--- src/rtl/mem_bus_arbiter_if.sv ---
// Request/in-flight/grant bundle between the I-cache, D-cache and the AXI port arbiter.
// master: arbiter side; slave: cache/mux side.
interface mem_bus_arbiter_if;
    logic       icache_request;
    logic       icache_in_flight;
    logic       dcache_request;
    logic       dcache_in_flight;
    logic       snoop_active;
    logic       icache_grant;
    logic       dcache_grant;
    logic [1:0] bus_owner;
    logic       grant_timeout;

    modport master (
        input  icache_request, icache_in_flight, dcache_request, dcache_in_flight, snoop_active,
        output icache_grant, dcache_grant, bus_owner, grant_timeout
    );

    modport slave (
        output icache_request, icache_in_flight, dcache_request, dcache_in_flight, snoop_active,
        input  icache_grant, dcache_grant, bus_owner, grant_timeout
    );
endinterface

--- src/rtl/mem_bus_arbiter.sv ---
// Arbitrates the shared AXI master port between I-cache and D-cache: D priority,
// bounded I starvation, grant held until the winner's transaction drains.
module mem_bus_arbiter #(
    parameter int unsigned DCACHE_STREAK_MAX = 4,
    parameter int unsigned START_TIMEOUT     = 16
) (
    input  logic              clk,
    input  logic              reset_n,
    mem_bus_arbiter_if.master bus
);
    localparam int unsigned     TW           = $clog2(START_TIMEOUT + 1);
    localparam logic [2:0]      STREAK_MAX   = 3'(DCACHE_STREAK_MAX);
    localparam logic [TW-1:0]   TIMEOUT_LAST = TW'(START_TIMEOUT - 1);

    typedef enum logic [1:0] {IDLE, GRANT_I, GRANT_D, RELEASE} state_t;

    state_t        r_state;
    state_t        w_next;
    logic          r_started;
    logic [TW-1:0] r_tcnt;
    logic [2:0]    r_streak;
    logic          r_timeout;
    logic          w_timeout;
    logic          w_req;
    logic          w_inflt;
    logic          w_pick_d;
    logic          w_pick_i;

    // Request/in-flight of whichever cache currently owns the port
    always_comb begin
        w_req   = 1'b0;
        w_inflt = 1'b0;
        if (r_state == GRANT_I) begin
            w_req   = bus.icache_request;
            w_inflt = bus.icache_in_flight;
        end else if (r_state == GRANT_D) begin
            w_req   = bus.dcache_request;
            w_inflt = bus.dcache_in_flight;
        end
    end

    assign w_pick_d = !bus.snoop_active && bus.dcache_request &&
                      (!bus.icache_request || (r_streak < STREAK_MAX));
    assign w_pick_i = !bus.snoop_active && bus.icache_request && !w_pick_d;

    always_comb begin
        w_next    = r_state;
        w_timeout = 1'b0;
        case (r_state)
            IDLE: begin
                if (w_pick_d)      w_next = GRANT_D;
                else if (w_pick_i) w_next = GRANT_I;
            end
            GRANT_I, GRANT_D: begin
                if (r_started) begin
                    if (!w_inflt) w_next = RELEASE;
                end else if (!w_inflt) begin
                    if (!w_req) begin
                        w_next = RELEASE;
                    end else if (r_tcnt == TIMEOUT_LAST) begin
                        w_next    = RELEASE;
                        w_timeout = 1'b1;
                    end
                end
            end
            default: w_next = IDLE;
        endcase
    end

    always_ff @(posedge clk) begin
        if (!reset_n) begin
            r_state   <= IDLE;
            r_started <= 1'b0;
            r_tcnt    <= '0;
            r_streak  <= '0;
            r_timeout <= 1'b0;
        end else begin
            r_state   <= w_next;
            r_timeout <= w_timeout;
            // Only IDLE leads into a grant, so clearing outside GRANT_x clears on entry
            if ((r_state == GRANT_I) || (r_state == GRANT_D)) begin
                if (w_inflt) r_started <= 1'b1;
                if (!r_started && !w_inflt) r_tcnt <= r_tcnt + 1'b1;
            end else begin
                r_started <= 1'b0;
                r_tcnt    <= '0;
            end
            if (r_state == IDLE) begin
                if (w_pick_d) begin
                    if (!bus.icache_request)      r_streak <= '0;
                    else if (r_streak < STREAK_MAX) r_streak <= r_streak + 3'd1;
                end else if (w_pick_i) begin
                    r_streak <= '0;
                end
            end
        end
    end

    assign bus.icache_grant  = (r_state == GRANT_I);
    assign bus.dcache_grant  = (r_state == GRANT_D);
    assign bus.bus_owner     = {bus.dcache_grant, bus.icache_grant};
    assign bus.grant_timeout = r_timeout;
endmodule

--- src/flat_wrapper.sv ---
// flat-port wrapper written by rule: the top's interface ports become plain ports
module mem_bus_arbiter_flat 
#(
    parameter int unsigned DCACHE_STREAK_MAX = 4,
    parameter int unsigned START_TIMEOUT     = 16
)
  (clk, reset_n, bus_icache_request, bus_icache_in_flight, bus_dcache_request, bus_dcache_in_flight, bus_snoop_active, bus_icache_grant, bus_dcache_grant, bus_bus_owner, bus_grant_timeout);
  mem_bus_arbiter_if bus_i ();
  input  logic clk;
  input  logic reset_n;
  input wire logic [$bits(bus_i.icache_request)-1:0] bus_icache_request;
  input wire logic [$bits(bus_i.icache_in_flight)-1:0] bus_icache_in_flight;
  input wire logic [$bits(bus_i.dcache_request)-1:0] bus_dcache_request;
  input wire logic [$bits(bus_i.dcache_in_flight)-1:0] bus_dcache_in_flight;
  input wire logic [$bits(bus_i.snoop_active)-1:0] bus_snoop_active;
  output wire logic [$bits(bus_i.icache_grant)-1:0] bus_icache_grant;
  output wire logic [$bits(bus_i.dcache_grant)-1:0] bus_dcache_grant;
  output wire logic [$bits(bus_i.bus_owner)-1:0] bus_bus_owner;
  output wire logic [$bits(bus_i.grant_timeout)-1:0] bus_grant_timeout;
  assign bus_i.icache_request = bus_icache_request;
  assign bus_i.icache_in_flight = bus_icache_in_flight;
  assign bus_i.dcache_request = bus_dcache_request;
  assign bus_i.dcache_in_flight = bus_dcache_in_flight;
  assign bus_i.snoop_active = bus_snoop_active;
  assign bus_icache_grant = bus_i.icache_grant;
  assign bus_dcache_grant = bus_i.dcache_grant;
  assign bus_bus_owner = bus_i.bus_owner;
  assign bus_grant_timeout = bus_i.grant_timeout;
  mem_bus_arbiter #(.DCACHE_STREAK_MAX(DCACHE_STREAK_MAX), .START_TIMEOUT(START_TIMEOUT)) u_core (.clk(clk), .reset_n(reset_n), .bus(bus_i));
endmodule
--- config.mk ---
export PLATFORM = sky130hd
export DESIGN_NAME = mem_bus_arbiter_flat
export DESIGN_NICKNAME = d
export VERILOG_FILES = /design/src/rtl/mem_bus_arbiter_if.sv /design/src/rtl/mem_bus_arbiter.sv /design/src/flat_wrapper.sv
export SDC_FILE = /design/constraint.sdc
export NUM_CORES = 1
export LEC_CHECK = 0
export ABC_AREA = 1
export CAP_MARGIN = 10
export CORE_MARGIN = 2
export CORE_UTILIZATION = 34
export CTS_BUF_LIST = sky130_fd_sc_hd__clkbuf_8
export DETAILED_ROUTE_END_ITERATION = 12
export GPL_ROUTABILITY_DRIVEN = 0
export SYNTH_ARGS = -nofsm -noshare
export SYNTH_HDL_FRONTEND = slang
export SYNTH_SLANG_ARGS = --single-unit
export TNS_END_PERCENT = 50
--- constraint.sdc ---
create_clock -name clk -period 1.24 [get_ports clk]
set_input_delay 0.186 -clock clk [delete_from_list [all_inputs] [get_ports clk]]
set_output_delay 0.186 -clock clk [all_outputs]
set_load 0.05 [all_outputs]
==> summary.log <==
qor: run_status.run_status finished with violations
qor: run_status.failing_checks setup timing
qor: sta.layout_worst_path_cycle_share 110%
qor: setup_path.reg2regPathDepth 10
qor: grt.grt_start_max_net_pins 8
qor: yosys.synth.most_common_cell sky130_fd_sc_hd__nand2_1
qor: clock_tree.cts_buffer_depth 2
qor: drt.wl 1840 um
qor: sta.worst_max_slew_pin_slew 0.356 ns
qor: placement.i_o_buffers 11
qor: hold_path.hold-path-cell-count 2
qor: clock_tree.clock_latency 0.24 ns
qor: yosys.synth_cell_type_count 21
qor: setup_path.critical_path.endpoint_type register
qor: yosys.synth_area 731 um^2
qor: yosys.postSynth.topFlopCell sky130_fd_sc_hd__dfxtp_1
qor: yosys.commonest_cells_post_synth sky130_fd_sc_hd__nand2_1 (26), sky130_fd_sc_hd__dfxtp_1 (12), sky130_fd_sc_hd__inv_1 (12), sky130_fd_sc_hd__nor2_1 (12)
qor: yosys.synth.area.top_cells sky130_fd_sc_hd__dfxtp_1 (33%), sky130_fd_sc_hd__nand2_1 (13%), sky130_fd_sc_hd__ha_1 (12%)
qor: clock_tree.cts.htree.levels 1
qor: setup_path.critical_path.startpoint_type register
qor: hold_path.end_point_of_the_worst_hold_path u_core.r_streak[0]
qor: yosys.synthCells 100
qor: final_layout.n_antenna_cell 0
qor: placement.detailed_place_hpwl 1300 um
qor: yosys.yosysTopAreaCell sky130_fd_sc_hd__dfxtp_1
qor: pwr.power-per-cell-area 2130 mW/mm^2
qor: setup_path.launching_point_of_the_worst_reg2reg_path u_core.r_tcnt[1]
qor: clock_tree.holdBufCountCts 0
qor: setup_path.worst_ep_arrival_time 1.54 ns
qor: sta.hold_violations 0
qor: drt.drt_iter0_drc 14
qor: pwr.vdd_drop_max 1.41 mV
qor: floorplan.die_w 50.4 um
qor: floorplan.floorplan.initialDensity 36.5%
qor: drt.antenna_violating_nets_post_route 0
qor: drt.drt_pre_antenna_iters 4
qor: final_layout.layout_nets 149
qor: yosys.synth.top_cell.area_share 32.9%
qor: setup_path.worst_path_required_time 1.41 ns
qor: drt.wl_per_cell 11.4 um
qor: yosys.synth_fp_nets 114
qor: hold_path.hold_path.class register to register
qor: sta.setup_tns -0.786 ns
qor: clock_tree.cts.reportedPaths.clkPinSlew 0.05 ns
qor: drt.vias 751
qor: placement.dp_cells 151
qor: grt.grt_overflow_total 0
qor: sta.post-route-worst-setup-slack -0.127 ns
qor: clock_tree.clock-sinks 12
qor: floorplan.floorplan.die_area 0.00254 mm^2
qor: pwr.static-leakage-power 0.546 nW
qor: sta.rsz0062_at_grt yes
qor: sta.slew_viol_final 0
qor: final_layout.drive_above_1_share 49.3%
qor: yosys.asyncSetResetFlopFracSynth 0%
qor: sta.minimum_clock_period_after_layout 1.37 ns
qor: drt.drt-vias-per-instance 4.66
qor: yosys.synth-edff-count 0
qor: clock_tree.tritoncts_buffers 3
qor: grt.grt_pass1_wl 3030 um
qor: final_layout.syn_to_final_growth 69.9%
qor: floorplan.design.portCount 12
qor: yosys.average_footprint_of_a_synthesized_cell 7.31 um^2
qor: grt.first_global_vias 758
qor: clock_tree.cts_tree yes
qor: yosys.ys_seq_elements 12
qor: grt.grt_antenna_before_repair 0
qor: sta.worst_slew_margin_rel 76.3%
qor: setup_path.reg2reg_setup_slack -0.13 ns
qor: yosys.synth_sequential_area_ratio 32.9%
qor: hold_path.worst_hold_startpoint u_core.r_streak[0]
qor: yosys.ys_warn_count 0
qor: final_layout.final_cells 161
qor: pwr.finalPower 0.00265 W
qor: setup_path.critical_path.reg2reg.endpoint u_core.r_state[0]
qor: sta.setup-violations-final 13
qor: floorplan.dieHeight 50.4 um
qor: drt.drc 0
qor: clock_tree.clk_root_buffer_cell sky130_fd_sc_hd__clkbuf_8
qor: setup_path.path_max_fanout 4
qor: sta.fin_skew 0.00204 ns
qor: job.max-cap-violations 0
qor: floorplan.rows 16
qor: grt.gr-usage-all-layers 16.2%
qor: sta.fmax 731 MHz
qor: setup_path.setup.worst_path.class register to register
qor: floorplan.floorplan.core_area 0.00200 mm^2
## report_power, final
part / switching, W / internal, W / total, W
clock: 0.000142 / 0.000280 / 0.000423
sequential: 0.0000999 / 0.000483 / 0.000583
combinational: 0.000866 / 0.000778 / 0.00164
## cells in the final DEF, fill, tap and decap left out, drive strengths merged
| master | n |
|---|---|
| nand2 | 26 |
| buf | 25 |
| nor2 | 14 |
| inv | 13 |
| dfxtp | 12 |
| a21oi | 8 |
| nand3 | 7 |
| ha | 7 |
| clkdlybuf4s50 | 6 |
| clkbuf | 4 |
| nand4 | 3 |
| o21ai | 3 |
| and2 | 1 |
| xnor2 | 1 |
| nor3 | 1 |
| a21boi | 1 |
| nor3b | 1 |
| o21bai | 1 |
## metrics by stage
stage / setup slack (ns) / area [um^2] / util [%] / hold slack, ns
final: -0.127 / 1240 / 62.0 / 0.481
after global placement: -0.124 / 1050 / 52.7 / 0.462
after floorplan: -0.0931 / 763 / - / 0.299
after detailed placement: -0.175 / 1050 / 52.7 / 0.473
after CTS: -0.0895 / 1220 / 60.8 / 0.482
after global routing: -0.236 / 1240 / 62.0 / 0.513
## kinds of logic (layout without fill, tap and decap cells)
family / Yosys count / count (layout) / share of synthesized area [%]
flops: 12 / 12 / 32.9
compound gates: 13 / 13 / 10.6
xor+xnor: 1 / 1 / 1.20
buf+inv: 15 / 48 / 8.73
simple gates: 52 / 53 / 34.6
fa+ha+maj: 7 / 7 / 12.0
## area by class of cell
cell class,instances,area [um^2]
fillers,190,761
multi-input cells,74,528
repair buffers,31,318
flip-flops and latches,12,250
inverters,13,56.3
clock buffers,4,55.1
well taps,27,33.8
## repair_timing
| action | CTS | global route |
|---|---|---|
| pin swaps | 10 | 13 |
| buffers inserted | 4 | 1 |
| resized for setup | 22 | 7 |
| cloned | 1 | 0 |
| setup endpoints to repair | 13 | 14 |
## flip-flops by register name (all words and copies together) (netlist names)
signal / count
u_core.bus.grant_timeout: 1
u_core.r_started: 1
u_core.r_state: 2
u_core.r_streak: 3
u_core.r_tcnt: 5
## routing by layer
layer,vias up,track usage [%],part of all wire (%)
met5,-,0,0
met3,4,3.57,2.7
met2,8,30.7,55
li1,390,-,-
met4,0,6.76,1.1
met1,349,17.0,41
## critical path, stage by stage (launching register included)
cell and delay, ns:
sky130_fd_sc_hd__dfxtp_2 0.36, sky130_fd_sc_hd__ha_4 0.14, sky130_fd_sc_hd__inv_2 0.04, sky130_fd_sc_hd__nor2_2 0.09, sky130_fd_sc_hd__ha_2 0.20, sky130_fd_sc_hd__nor2_2 0.04
sky130_fd_sc_hd__nand4_1 0.12, sky130_fd_sc_hd__nand3_2 0.11, sky130_fd_sc_hd__nand2_1 0.07, sky130_fd_sc_hd__nand2_1 0.05, sky130_fd_sc_hd__nor2_1 0.08
## how the worst max path moves through the flow
stage / slack [ns] / depth (start not counted) / to / startpoint
2_1_floorplan: -0.09 / 8 / u_core.r_tcnt[4] / u_core.r_state[1]
3_3_place_gp: -0.12 / 8 / u_core.r_state[0] / bus_icache_request
3_5_place_dp: -0.18 / 10 / u_core.r_state[0] / u_core.r_tcnt[0]
4_1_cts: -0.09 / 10 / u_core.r_state[0] / u_core.r_tcnt[1]
5_1_grt: -0.24 / 10 / u_core.r_state[0] / u_core.r_tcnt[1]
6_report: -0.13 / 10 / u_core.r_state[0] / u_core.r_tcnt[1]
Power figures use the tool's default switching activity.
